==> src/rtl/json_parse_arbiter.sv <==
// ---------------------------------------------------------------------------
// json_parse_arbiter
//
// Shares one single-object JSON pair-counting parser between two byte-stream
// sources. A source is granted per object (round-robin between s0 and s1) and
// keeps the grant from its opening '{' until its closing '}'. Characters are
// forwarded to the parser one per clock. Over-long objects are force-closed
// by injecting a '}'. The parser's pair count is captured and returned tagged
// with the source id and error flags.
//
// Parameters
//   FILL_CHAR    character driven to the parser when nothing is forwarded
//   MAX_OBJ_LEN  chars forwarded after '{' before a forced close (2..255)
//
// Ports
//   clk, reset_n          clock (rising edge), async active-low reset
//   s0_char/valid/ready   source 0 byte stream (consumed on valid & ready)
//   s1_char/valid/ready   source 1 byte stream (consumed on valid & ready)
//   p_char                character to the parser, sampled every rising edge
//   p_cur_num             parser pair count, valid the cycle after '}'
//   res_valid             single-cycle pulse, result fields updated
//   res_src/num           source id and captured pair count
//   res_gap               a valid-low bubble was forwarded inside the object
//   res_aborted           object was force-closed by the length limit
//   stat0/stat1           per-source count of clean, non-empty objects
//
// Optional feature (macro JSON_ARB_STATS_EN)
//   Defined:     stat0/stat1 count captures with no gap, no abort and a
//                non-zero pair count, saturating at 8'hFF.
//   Not defined: stat0/stat1 are tied to zero.
// ---------------------------------------------------------------------------
module json_parse_arbiter #(
  parameter logic [7:0] FILL_CHAR   = 8'h20,
  parameter int         MAX_OBJ_LEN = 64
) (
  input  logic       clk,
  input  logic       reset_n,
  input  logic [7:0] s0_char,
  input  logic       s0_valid,
  output logic       s0_ready,
  input  logic [7:0] s1_char,
  input  logic       s1_valid,
  output logic       s1_ready,
  output logic [7:0] p_char,
  input  logic [7:0] p_cur_num,
  output logic       res_valid,
  output logic       res_src,
  output logic [7:0] res_num,
  output logic       res_gap,
  output logic       res_aborted,
  output logic [7:0] stat0,
  output logic [7:0] stat1
);

  localparam int              LEN_W   = $clog2(MAX_OBJ_LEN + 1);
  localparam logic [LEN_W-1:0] LEN_MAX = LEN_W'(MAX_OBJ_LEN);
  localparam logic [7:0]      OPEN_BRACE  = 8'h7B;
  localparam logic [7:0]      CLOSE_BRACE = 8'h7D;

  typedef enum logic [1:0] {
    IDLE,
    BUSY,
    CLOSE,
    CAPTURE
  } state_t;

  state_t           r_state;
  state_t           w_stateNext;
  logic             r_ptr;
  logic             r_grant;
  logic             r_inObj;
  logic             r_gap;
  logic             r_abort;
  logic [LEN_W-1:0] r_len;

  logic             w_ptrNext;
  logic             w_grantNext;
  logic             w_inObjNext;
  logic             w_gapNext;
  logic             w_abortNext;
  logic [LEN_W-1:0] w_lenNext;
  logic [LEN_W-1:0] w_lenInc;
  logic             w_selValid;
  logic [7:0]       w_selChar;
  logic             w_s0Ready;
  logic             w_s1Ready;
  logic [7:0]       w_pChar;
  logic             w_capture;

  logic             r_resValid;
  logic             r_resSrc;
  logic [7:0]       r_resNum;
  logic             r_resGap;
  logic             r_resAborted;

  // The granted source's stream, muxed once so the FSM only looks at one.
  assign w_selValid = r_grant ? s1_valid : s0_valid;
  assign w_selChar  = r_grant ? s1_char  : s0_char;

  // Length as it will be after this cycle; the limit check uses it so the
  // forced close follows directly after the MAX_OBJ_LEN-th character.
  assign w_lenInc = r_len + 1'b1;

  // State and per-object bookkeeping registers.
  always_ff @(posedge clk or negedge reset_n) begin
    if (!reset_n) begin
      r_state <= IDLE;
      r_ptr   <= 1'b0;
      r_grant <= 1'b0;
      r_inObj <= 1'b0;
      r_gap   <= 1'b0;
      r_abort <= 1'b0;
      r_len   <= '0;
    end else begin
      r_state <= w_stateNext;
      r_ptr   <= w_ptrNext;
      r_grant <= w_grantNext;
      r_inObj <= w_inObjNext;
      r_gap   <= w_gapNext;
      r_abort <= w_abortNext;
      r_len   <= w_lenNext;
    end
  end

  // Next-state logic and the combinational handshake / parser character.
  // Ready is granted irrespective of valid so a missing character shows up
  // as a fill bubble instead of stalling the parser, which cannot stall.
  always_comb begin
    w_stateNext = r_state;
    w_ptrNext   = r_ptr;
    w_grantNext = r_grant;
    w_inObjNext = r_inObj;
    w_gapNext   = r_gap;
    w_abortNext = r_abort;
    w_lenNext   = r_len;
    w_s0Ready   = 1'b0;
    w_s1Ready   = 1'b0;
    w_pChar     = FILL_CHAR;
    w_capture   = 1'b0;
    case (r_state)
      IDLE: begin
        if (s0_valid || s1_valid) begin
          // Pointer-preferred source if it is valid, otherwise the other.
          w_grantNext = r_ptr ? s1_valid : ~s0_valid;
          w_stateNext = BUSY;
        end
      end
      BUSY: begin
        w_s0Ready = ~r_grant;
        w_s1Ready = r_grant;
        if (w_selValid) begin
          w_pChar = w_selChar;
        end
        if (!r_inObj) begin
          if (!w_selValid) begin
            w_stateNext = IDLE;
            w_ptrNext   = ~r_ptr;
          end else if (w_selChar == OPEN_BRACE) begin
            w_inObjNext = 1'b1;
            w_lenNext   = '0;
          end
        end else begin
          w_lenNext = w_lenInc;
          if (!w_selValid) begin
            w_gapNext = 1'b1;
          end
          if (w_selValid && (w_selChar == CLOSE_BRACE)) begin
            w_stateNext = CAPTURE;
          end else if (w_lenInc == LEN_MAX) begin
            w_stateNext = CLOSE;
          end
        end
      end
      CLOSE: begin
        w_pChar     = CLOSE_BRACE;
        w_abortNext = 1'b1;
        w_stateNext = CAPTURE;
      end
      CAPTURE: begin
        w_capture   = 1'b1;
        w_ptrNext   = ~r_grant;
        w_inObjNext = 1'b0;
        w_gapNext   = 1'b0;
        w_abortNext = 1'b0;
        w_stateNext = IDLE;
      end
      default: begin
        w_stateNext = IDLE;
      end
    endcase
  end

  // Result registers: updated only on capture, res_valid pulses for one cycle.
  always_ff @(posedge clk or negedge reset_n) begin
    if (!reset_n) begin
      r_resValid   <= 1'b0;
      r_resSrc     <= 1'b0;
      r_resNum     <= 8'h00;
      r_resGap     <= 1'b0;
      r_resAborted <= 1'b0;
    end else begin
      r_resValid <= w_capture;
      if (w_capture) begin
        r_resSrc     <= r_grant;
        r_resNum     <= p_cur_num;
        r_resGap     <= r_gap;
        r_resAborted <= r_abort;
      end
    end
  end

  assign s0_ready    = w_s0Ready;
  assign s1_ready    = w_s1Ready;
  assign p_char      = w_pChar;
  assign res_valid   = r_resValid;
  assign res_src     = r_resSrc;
  assign res_num     = r_resNum;
  assign res_gap     = r_resGap;
  assign res_aborted = r_resAborted;

`ifdef JSON_ARB_STATS_EN
  logic [7:0] r_stat0;
  logic [7:0] r_stat1;
  logic       w_statHit;

  // Only clean objects with at least one pair are counted.
  assign w_statHit = w_capture && !r_gap && !r_abort && (p_cur_num != 8'h00);

  // Saturating per-source completed-object counters.
  always_ff @(posedge clk or negedge reset_n) begin
    if (!reset_n) begin
      r_stat0 <= 8'h00;
      r_stat1 <= 8'h00;
    end else if (w_statHit) begin
      if (!r_grant && (r_stat0 != 8'hFF)) begin
        r_stat0 <= r_stat0 + 8'd1;
      end
      if (r_grant && (r_stat1 != 8'hFF)) begin
        r_stat1 <= r_stat1 + 8'd1;
      end
    end
  end

  assign stat0 = r_stat0;
  assign stat1 = r_stat1;
`else
  assign stat0 = 8'h00;
  assign stat1 = 8'h00;
`endif

endmodule

==> config.mk <==
export PLATFORM = sky130hd
export DESIGN_NAME = json_parse_arbiter
export DESIGN_NICKNAME = d
export VERILOG_FILES = /design/src/rtl/json_parse_arbiter.sv
export SDC_FILE = /design/constraint.sdc
export NUM_CORES = 1
export LEC_CHECK = 0
export ABC_AREA = 1
export BUFFER_PORTS_ARGS = -buffer_cell sky130_fd_sc_hd__buf_2
export CAP_MARGIN = 20
export CORE_MARGIN = 1.5
export CORE_UTILIZATION = 44
export DETAILED_ROUTE_END_ITERATION = 8
export PLACE_DENSITY = 0.77
export RECOVER_POWER = 25
export REMOVE_ABC_BUFFERS = 1
export SYNTH_ARGS = -nofsm -noshare
export SYNTH_HDL_FRONTEND = slang
export SYNTH_SLANG_ARGS = --single-unit
export TNS_END_PERCENT = 20
==> constraint.sdc <==
create_clock -name clk -period 1.6 [get_ports clk]
set_input_delay 0 -clock clk [delete_from_list [all_inputs] [get_ports clk]]
set_output_delay 0 -clock clk [all_outputs]
set_load 0.01 [all_outputs]
Word level (Yosys, flattened, before mapping)

Index checks and enable logic that the tools add are counted.

$add $sub $neg: 1
Equality and inequality tests: 12
Multiplexer cells: 28
Bitwise gates (word level): 3
Reductions and logical operators: 12

Operators by type and width:

| kind                  | number |
|---|---|
| $mux W7               | 3 |
| $eq A8 B7 Y1 const B  | 2 |
| $mux W8               | 2 |
| $pmux W8 S2           | 1 |
| $mux W1               | 12 |
| $reduce_and A3 Y1     | 4 |
| $mux W2               | 5 |
| $ne A2 B2 Y1 const B  | 4 |
| $pmux W1 S2           | 4 |
| $pmux W2 S4           | 1 |
| $reduce_bool A2 Y1    | 4 |
| $add A7 B1 Y7 const B | 1 |
| $eq A7 B7 Y1 const B  | 1 |
| $eq A2 B2 Y1 const B  | 2 |
| $ne A4 B4 Y1 const B  | 1 |
| $ne A3 B3 Y1 const B  | 1 |
| $not A1 Y1            | 3 |
| $eq A2 B1 Y1 const B  | 1 |
| $logic_not A2 Y1      | 1 |
| $reduce_and A2 Y1     | 1 |
| $logic_and A1 B1 Y1   | 1 |
| $logic_or A1 B1 Y1    | 1 |

Register bits after elaboration: 26
Input bits: 28
Output and inout bits: 38
Word-level logic and storage cells: 68

Depth between registers and ports, before layout

Gate-level depths: netlist of the first run.

Word-level depth: 6
Depth in mapped cells: 11

Worst setup path after synthesis of the first run

No wires, ideal clock.

Path type: reg2reg
Start: reg r_len[0]
End: reg r_state[0]
Setup time: 121 ps
Arrival time: 1361 ps
Data required time: 1479 ps
Path slack: 118 ps
Cell stages (with the launch flop): 12
Period minus slack after synthesis: 1482 ps
Path through: dfrtp_1 ha_1 nand3_1 nand2_1 o21ai_1 nand2_1 nor2_1 nand2_1 nand2_4 nand3_1 nand2_1 nand2_1

Longest elaborated chain between the ends: 4

Ends and longest elaborated chain:

| element                            | RTL line | text |
|---|---|---|
| start: declaration                 | 74       | `logic [LEN_W-1:0] r_len;` |
| start signal: assignment           | 121      | `r_len <= w_lenNext;` |
| $add A7 B1 Y7                      | 102      | `assign w_lenInc = r_len + 1'b1;` |
| $eq A7 B7 Y1                       | 169      | `end else if (w_lenInc == LEN_MAX) begin` |
| $ne A4 B4 Y1 (no source line)      | -        |  |
| $reduce_and A3 Y1 (no source line) | -        |  |
| end signal: assignment             | 115      | `r_state <= w_stateNext;` |
| end: declaration                   | 67       | `state_t r_state;` |

No other way between the ends.
A chain may end at the register's enable or synchronous reset.

Worst setup path in the final report of the first run

Start: reg r_len[1]
End: reg r_state[0]

Same word-level chain as after synthesis.

==> results of run 1 <==
-- logic make-up after synthesis --
group / Yosys count
compound gates: 20
fa+ha+maj: 6
buf+inv: 38
flops: 26
other cells: 1
simple gates: 133
-- placed cells by master, fill, tap and decap left out, drive strengths merged, types with 2 or more instances in the layout --
| cell type | instances |
|---|---|
| nand2 | 96 |
| buf | 64 |
| dfrtp | 26 |
| nor2 | 18 |
| inv | 18 |
| conb | 16 |
| nand3 | 15 |
| dlygate4sd3 | 9 |
| o21ai | 7 |
| ha | 6 |
| a21oi | 5 |
| clkbuf | 4 |
| o22ai | 3 |
| nand4 | 3 |
| o211ai | 2 |
-- per-stage QoR --
stage | setup slack (ps) | util, % | hold slack [ps] | power [uW]
finish | 44.8 | 60.9 | 33.1 | 3970
detailed placement | 29.6 | 53.7 | 28.0 | 3140
global route | -120 | 60.9 | 35.7 | 4310
CTS | 38.1 | 59.2 | 22.2 | 3820
global placement | 62.9 | 53.7 | 34.3 | 3080
floorplan | -9.07 | - | -296 | 2470
-- power by group --
| group | total, uW | switching (uW) | internal, uW |
|---|---|---|---|
| sequential | 1170 | 211 | 961 |
| combinational | 2250 | 1290 | 961 |
| clock | 542 | 208 | 335 |
-- layout make-up --
type                    count  area, sq um  area share, %
clock buffers               3         41.3           1.84
well taps                  48         60.1           2.67
repair buffers             74          455           20.3
inverters                  18         70.1           3.12
clock inverters             1         30.0           1.34
flip-flops and latches     26          652           29.0
multi-input cells         175          937           41.7
-- how the worst max path moves through the flow --
stage	startpoint	slack [ps]	endpoint	cells past startpoint
final	r_len[1]	40	r_state[0]	10
after floorplan	r_state[0]	-9	r_ptr	6
after CTS	register	40	p_char[7]	8
after global placement	register	60	r_len[4]	7
after global routing	r_len[1]	-120	r_state[0]	10
after detailed placement	r_state[0]	30	r_len[4]	6
-- layer usage --
layer / vias to the layer above / track usage, % / wire [microns]
met5: - / 0 / 0
met4: 0 / 4.43 / 26
met3: 4 / 3.25 / 132
met2: 41 / 33.8 / 1940
met1: 761 / 19.2 / 1620
li1: 824 / - / -
-- what timing repair did --
item	4_1_cts	5_1_grt
endpoints found under the hold margin	34	0
setup endpoints to repair	7	15
pin swaps	0	7
buffers inserted	2	6
gates resized for setup	6	7
hold buffers	9	0
==> results.md, run 1 <==
- Status: completed
- Unrepaired setup endpoints after global routing: yes
- I/O pins: 66
- Register area share after synthesis: 38.3%
- Count of final hold-check violations: 0
- Multiplexer share of the synthesized area: 0%
- Antenna violations before repair: 0
- Relative slew slack: 57.6%
- Largest net degree at the start of global routing: 27
- Post-synth top area share: 38.3%
- YS warnings: 0
- Placed cells: 324
- Vias/cell: 4.72
- Period utilization: 97.2%
- Vias in the first global route: 1496
- Number of synthesized register bits: 26
- Total detailed-routing wirelength: 3710 microns
- Final instance area: 2250 sq um
- Clock tree sinks: 26
- Die ar.: 4250 sq um
- Max stage delay on crit path: 400 ps
- Simple-gate share of the synthesized area: 36.1%
- Top-count cell post-synth: nand2_1
- CP most frequent cell: nand2_1
- Pleak: 0.00124 uW
- CP Cell Sequence: ha_2 -> nand3_2 -> o21ai_1 -> nand2_1 -> nor2_1 -> nand2_1 -> nand2_4 -> nand3_1 -> nand2_1 -> nand2_1
- R2R setup slack: 40 ps
- CP max-delay cell: dfrtp_1
- Rows: 22
- HP Class: in2reg
- Startpoint Class: register
- Post-Syn Area per Cell: 7.59 sq um
- Hold path endpoint: r_grant
- Data required, critical path: 1760 ps
- Critical path type: reg2reg
- Yosys cell types: 27
- Core area: 3690 sq um
- Critical path arrival: 1720 ps
- Layout cells sized above 1: 35.0%
- Longest Clk Path Bufs: 2
- Max_cap viols: 0
- Initial Utilization: 46.1%
- Reg2reg path depth: 10
- Max Clock Skew: 3.36 ps
- CTS tree: built
- # DRC: 0
- GPL Wtd Cong: 0.853
- GRT Total Usage: 17.4%
- Worst vdd ir: 0.743 mV
- Post-synth top flop: dfrtp_1
- Grt ovf: 0
- Num CTS Buffers: 3
- CP max FO: 4
- Number of flops mapped to enable cells by yosys: 0
- Hpwl dp: 2610 microns
- TNS Setup: 0 ps
- Clock slew at reported path FFs: 90 ps
- Post-synthesis compound-gate area fraction: 8.61%
- Iteration-0 DRC Markers: 90
- Antenna diode count: 0
- Worst-Margin Slew: 636 ps
- Crit path max-delay family: simple AND/OR/NAND/NOR gates
- Final layout net count: 332
- Area post-placement: 1980 sq um
- Layout fillers: 327
- Worst R2R Start: r_len[1]
- Min Clock Period, post-route: 1560 ps
- Antenna Nets Post-Route: 0
- Bufs and invs on worst path: 0
- Endpoints failing setup: 0
- Synthesized-area fraction occupied by adder cells: 4.42%
- First-pass GRT wire length: 6000 microns
- Top cells by area, synth: dfrtp_1 38%, nand2_1 18%, buf_4 7.1%
- Hold path cells: 2
- Xor and xnor area share after synthesis: 0%
- Largest family of logic cells by synthesized area: simple AND/OR/NAND/NOR gates
- I/O Buffers: 49
- Wirelength per Cell: 10.8 microns
- Largest register FFs: 8
- Synthesized area: 1700 sq um
- H-tree depth: 1
- Pwr/cell area: 1770 nW/um^2
- Die H: 65.2 microns
- CP Capture Type: register
- Area Overhead vs Synth: 32.1%
- Final Non-Filler Cells: 345
- First drt pass iteration count: 4
- Worst Hold Launch: s1_valid
- Fmax: 0.643 GHz
- Die width: 65.2 microns
- Worst reg2reg path endpoint: r_state[0]
- Top cells by count, synth: 81 x nand2_1, 26 x dfrtp_1, 17 x inv_1
- Clock latency at the later pin of the worst-skew pair: 270 ps
- FFs w/ async S/R, synth: 100%
- Root buf cell: clkbuf_8
- Via Count: 1630
- Final Max Slew Viols: 0
- Post-Synthesis Cells: 224
- Synth area leader: dfrtp_1
No activity file was read; power rests on OpenSTA's default activity.
==> run 2: changes to the inputs <==
Settings changed: CORE_UTILIZATION 44 to 46, CTS_BUF_LIST from default to sky130_fd_sc_hd__clkbuf_8, PLACE_DENSITY 0.77 to 0.8.
==> results.md, run 2 (synthesized netlist as in run 1, its figures left out) <==
- Startpoint Class: register
- Final layout net count: 330 (-0.60%)
- Initial Utilization: 49.4% (+3.3 points)
- GPL Wtd Cong: 0.891 (+4.4%)
- Fmax: 0.641 GHz (-0.34%)
- Worst Hold Launch: s1_valid
- Via Count: 1621 (-0.55%)
- Critical path arrival: 1730 ps (about the same)
- Pwr/cell area: 1770 nW/um^2 (+0.31%)
- Clock latency at the later pin of the worst-skew pair: 270 ps (about the same)
- Largest register FFs: 8 (unchanged)
- First drt pass iteration count: 4 (unchanged)
- Unrepaired setup endpoints after global routing: yes
- Layout fillers: 297 (-9.2%)
- TNS Setup: 0 ps (unchanged)
- Die ar.: 4070 sq um (-4.1%)
- Relative slew slack: 58.6% (+0.99 points)
- Critical path type: reg2reg
- Period utilization: 97.5% (+0.33 points)
- Die H: 63.8 microns (-2.1%)
- Total detailed-routing wirelength: 3820 microns (+3.0%)
- I/O Buffers: 49 (unchanged)
- Pleak: 0.00123 uW (-0.81%)
- Antenna Nets Post-Route: 0 (unchanged)
- H-tree depth: 1 (unchanged)
- Die width: 63.8 microns (-2.1%)
- Data required, critical path: 1770 ps (about the same)
- Clock slew at reported path FFs: 90 ps (about the same)
- CP max FO: 4 (unchanged)
- GRT Total Usage: 19.5% (+2.1 points)
- Layout cells sized above 1: 34.9% (-0.10 points)
- Worst R2R Start: r_len[1]
- Vias/cell: 4.75 (+0.61%)
- CP Capture Type: register
- Wirelength per Cell: 11.2 microns (+4.2%)
- WHS: 22.4 ps (-10.7 ps)
- First-pass GRT wire length: 6260 microns (+4.4%)
- Num CTS Buffers: 3 (unchanged)
- Crit path launch: r_len[1]
- Final Max Slew Viols: 0 (unchanged)
- Vias in the first global route: 1502 (+0.40%)
- Count of final hold-check violations: 0 (unchanged)
- HP Class: in2reg
- Most common cell after layout, fill and taps aside: nand2_1
- Longest Clk Path Bufs: 2 (unchanged)
- Hpwl dp: 2780 microns (+6.4%)
- Antenna diode count: 0 (unchanged)
- Antenna violations before repair: 0 (unchanged)
- Most frequent cells in the layout: 78 x nand2_1, 48 x buf_2, 24 x dfrtp_1
- I/O pins: 66 (unchanged)
- Largest net degree at the start of global routing: 27 (unchanged)
- CTS tree: built
- Worst-Margin Slew: 622 ps (-14.8 ps)
- Clock tree sinks: 26 (unchanged)
- Endpoints failing setup: 0 (unchanged)
- Min Clock Period, post-route: 1560 ps (+5.35 ps)
- Iteration-0 DRC Markers: 63 (-30%)
- Register area: 653 sq um (+0.19%)
- Status: completed
- Core area: 3440 sq um (-6.7%)
- Max Clock Skew: 2.97 ps (-0.389 ps)
- Worst vdd ir: 0.844 mV (+14%)
- Grt ovf: 0 (unchanged)
- # DRC: 0 (unchanged)
- Area Overhead vs Synth: 31.3%
- Root buf cell: clkbuf_8
- Max_cap viols: 0 (unchanged)
- Rows: 21 (-4.5%)
- Design Power: 3960 uW (-0.31%)
- Area occupied by multi-input gates: 940 sq um (+0.27%)
-- run 2: changes by cell type in the layout (fill, tap and decap cells not counted), sizes merged --
cell / change
buf: -2
-- run 2: power by group --
| part | internal, uW | switching [uW] | total [uW] | leakage [uW] |
|---|---|---|---|---|
| clock | 335 | 205 | 540 | 0.0000357 |
| combinational | 938 | 1300 | 2240 | 0.000874 |
| sequential | 964 | 210 | 1170 | 0.000321 |
| total | 2240 | 1720 | 3960 | 0.00123 |
-- run 2: worst paths after layout --
kind / to / slack, ps / depth (start not counted)
max in group asynchronous: r_state[0] / 890 / 2
max: r_state[0] / 40 / 11
min: r_grant / 20 / 2
max reg2reg: r_state[0] / 40 / 11
min in group asynchronous: res_num[2] / 270 / 2
min reg2reg: res_num[2] / 480 / 2
-- run 2: layer usage --
metal / wire (microns) / track usage (%)
met4: 68 / 6.52
met5: 0 / 0
met2: 1980 / 34.9
met3: 126 / 3.87
met1: 1650 / 23.1
-- run 2: repair_timing --
action / 4_1_cts / 5_1_grt
gates resized for setup: 4 / 10
hold buffers: 9 / 0
endpoints found under the hold margin: 34 / 0
pin swaps: 0 / 4
setup endpoints to repair: 7 / 17
setup buffers: 0 / 3
-- run 2: critical path: stages (launching register included) --
cell and delay, ps:
dfrtp_1 390, ha_2 200, nand3_2 90, nand2_1 80, o21ai_2 70, nand2_1 80, nor2_1 150, nand2_1 110
nand2_4 90, nand3_1 60, nand2_1 70, nand2_1 40
-- run 2: cell type report --
class	instances	area share, %
inverter	18	3.14
timing repair buffer	72	19.7
clock inverter	1	1.35
clock buffer	3	1.85
multi-input combinational	175	42.1
sequential	26	29.3
tap	46	2.58
-- run 2: per-stage QoR --
stage / setup WS [ps] / std cells / area, sq um / utilization (%)
3_3_place_gp: 105 / 325 / 2000 / 58.1
3_5_place_dp: 27.2 / 325 / 2000 / 58.1
2_1_floorplan: -9.07 / 219 / 1610 / -
4_1_cts: 16.3 / 338 / 2180 / 63.2
6_report: 39.5 / 341 / 2230 / 64.8
5_1_grt: -103 / 341 / 2230 / 64.8
==> run 3: changes to the inputs <==
Settings changed: PLACE_DENSITY 0.8 to 0.79.
==> results.md, run 3 (synthesized netlist as in run 1, its figures left out) <==
- Wirelength per Cell: 10.6 microns (-5.9%)
- Vias in the first global route: 1415 (-5.8%)
- CP max-delay cell: dfrtp_1
- Clock tree sinks: 26 (unchanged)
- Die width: 63.8 microns (unchanged)
- Worst vdd ir: 0.849 mV (+0.59%)
- Worst setup path endpoint: p_char[0]
- Data required, critical path: 1600 ps (-170 ps)
- Fmax: 0.671 GHz (+4.8%)
- Initial Utilization: 49.4% (unchanged)
- Critical path arrival: 1490 ps (-240 ps)
- CTS tree: built
- Final layout net count: 325 (-1.5%)
- CP Cell Sequence: inv_1 -> buf_4 -> ha_4 -> nand2_2 -> nand2_1 -> buf_2
- Num CTS Buffers: 3 (unchanged)
- Status: completed
- Final Worst Setup Slack: 111 ps (+71.2 ps)
- Rows: 21 (unchanged)
- Hpwl dp: 2540 microns (-8.6%)
- I/O pins: 66 (unchanged)
- Finished Core Util: 63.7% (-1.2 points)
- Pleak: 0.00121 uW (-2.0%)
- GRT Total Usage: 18.1% (-1.3 points)
- Pwr/cell area: 1760 nW/um^2 (-0.74%)
- Final Max Slew Viols: 0 (unchanged)
- R2R setup slack: 120 ps (+80 ps)
- GPL Wtd Cong: 0.901 (+1.2%)
- Root buf cell: clkbuf_8
- Core area: 3440 sq um (unchanged)
- Most common cell after layout, fill and taps aside: nand2_1
- Clock latency at the later pin of the worst-skew pair: 270 ps (about the same)
- Die ar.: 4070 sq um (unchanged)
- Max_cap viols: 0 (unchanged)
- Hold path cells: 2 (unchanged)
- HP Class: in2reg
- Via Count: 1600 (-1.3%)
- Antenna violations before repair: 0 (unchanged)
- Layout cells sized above 1: 33.8% (-1.1 points)
- I/O Buffers: 49 (unchanged)
- Min Clock Period, post-route: 1490 ps (-71.2 ps)
- Critical path type: reg2out
- Area Overhead vs Synth: 28.9%
- Max Clock Skew: 2.91 ps (-0.0686 ps)
- Die H: 63.8 microns (unchanged)
- Period utilization: 93.1% (-4.4 points)
- WHS: 34.9 ps (+12.4 ps)
- Crit path max-delay family: buffers and inverters
- Bufs and invs on worst path: 3 (+3)
- Longest Clk Path Bufs: 2 (unchanged)
- Startpoint Class: register
- Antenna diode count: 0 (unchanged)
- Clock slew at reported path FFs: 90 ps (about the same)
- Total detailed-routing wirelength: 3550 microns (-7.3%)
- TNS Setup: 0 ps (unchanged)
- CP max FO: 8 (+4)
- Count of final hold-check violations: 0 (unchanged)
- Relative slew slack: 58.7% (+0.12 points)
- Most frequent cells in the layout: 79 x nand2_1, 48 x buf_2, 24 x dfrtp_1
- Reg2reg path depth: 7 (-4)
- Pre-CTS setup slack: 35.9 ps (+8.73 ps)
- Worst-Margin Slew: 620 ps (-1.81 ps)
- Antenna Nets Post-Route: 0 (unchanged)
- Unrepaired setup endpoints after global routing: no
- H-tree depth: 1 (unchanged)
- First drt pass iteration count: 4 (unchanged)
- CP Capture Type: output port
- Largest register FFs: 8 (unchanged)
- Grt ovf: 0 (unchanged)
- Critical Path Stages: 6 (-5)
- Endpoints failing setup: 0 (unchanged)
- Largest net degree at the start of global routing: 27 (unchanged)
- Vias/cell: 4.76 (+0.17%)
- Iteration-0 DRC Markers: 130 (+110%)
- First-pass GRT wire length: 5950 microns (-4.9%)
- Max stage delay on crit path: 360 ps (-30 ps)
- Worst R2R Start: r_grant
- # DRC: 0 (unchanged)
- Worst reg2reg path endpoint: r_len[4]
-- run 3: cell types whose count changed in the layout (fill, tap and decap cells not counted) --
cell	before	now
buf_4	14	9
inv_2	1	2
nand2_1	78	79
nand2_2	14	13
inv_1	16	15
-- run 3: final cells by class --
type,count,area (sq um)
clock buffer,3,41.3
fill,306,1250
timing repair buffer,67,403
inverter,18,70.1
multi-input combinational,175,937
clock inverter,1,30.0
tap,46,57.6
sequential,26,653
-- run 3: routing by layer --
metal / track usage (%) / vias to the layer above / routed length, microns
li1: - / 812 / -
met1: 20.9 / 739 / 1500
met2: 34.9 / 47 / 1890
met3: 3.87 / 2 / 140
met4: 2.17 / 0 / 12
met5: 0 / - / 0
-- run 3: how the worst min path moves through the flow --
| stage | startpoint | end |
|---|---|---|
| 3_5_place_dp | reset_n | r_ptr |
| 2_1_floorplan | reset_n | asynchronous set/reset pin |
| 5_1_grt | s1_valid | r_grant |
| 6_report | s1_valid | r_grant |
| 4_1_cts | s1_valid | r_grant |
| 3_3_place_gp | reset_n | r_ptr |
-- run 3: metrics by stage --
step           total power (uW)  cells  cell area, sq um
2_1_floorplan              2470    219              1610
3_3_place_gp               3090    322              1980
3_5_place_dp               3130    322              1980
4_1_cts                    3770    336              2160
5_1_grt                    4200    336              2190
6_report                   3860    336              2190
-- run 3: power breakdown --
part           internal, uW  switching, uW
Sequential              964            213
Clock                   335            201
Combinational           874           1270
-- run 3: what timing repair did --
item,in CTS,in global routing
setup buffers,1,0
setup endpoints to repair,11,15
gates resized for setup,5,9
hold buffers,9,0
pin swaps,0,2
hold endpoints to repair,34,0
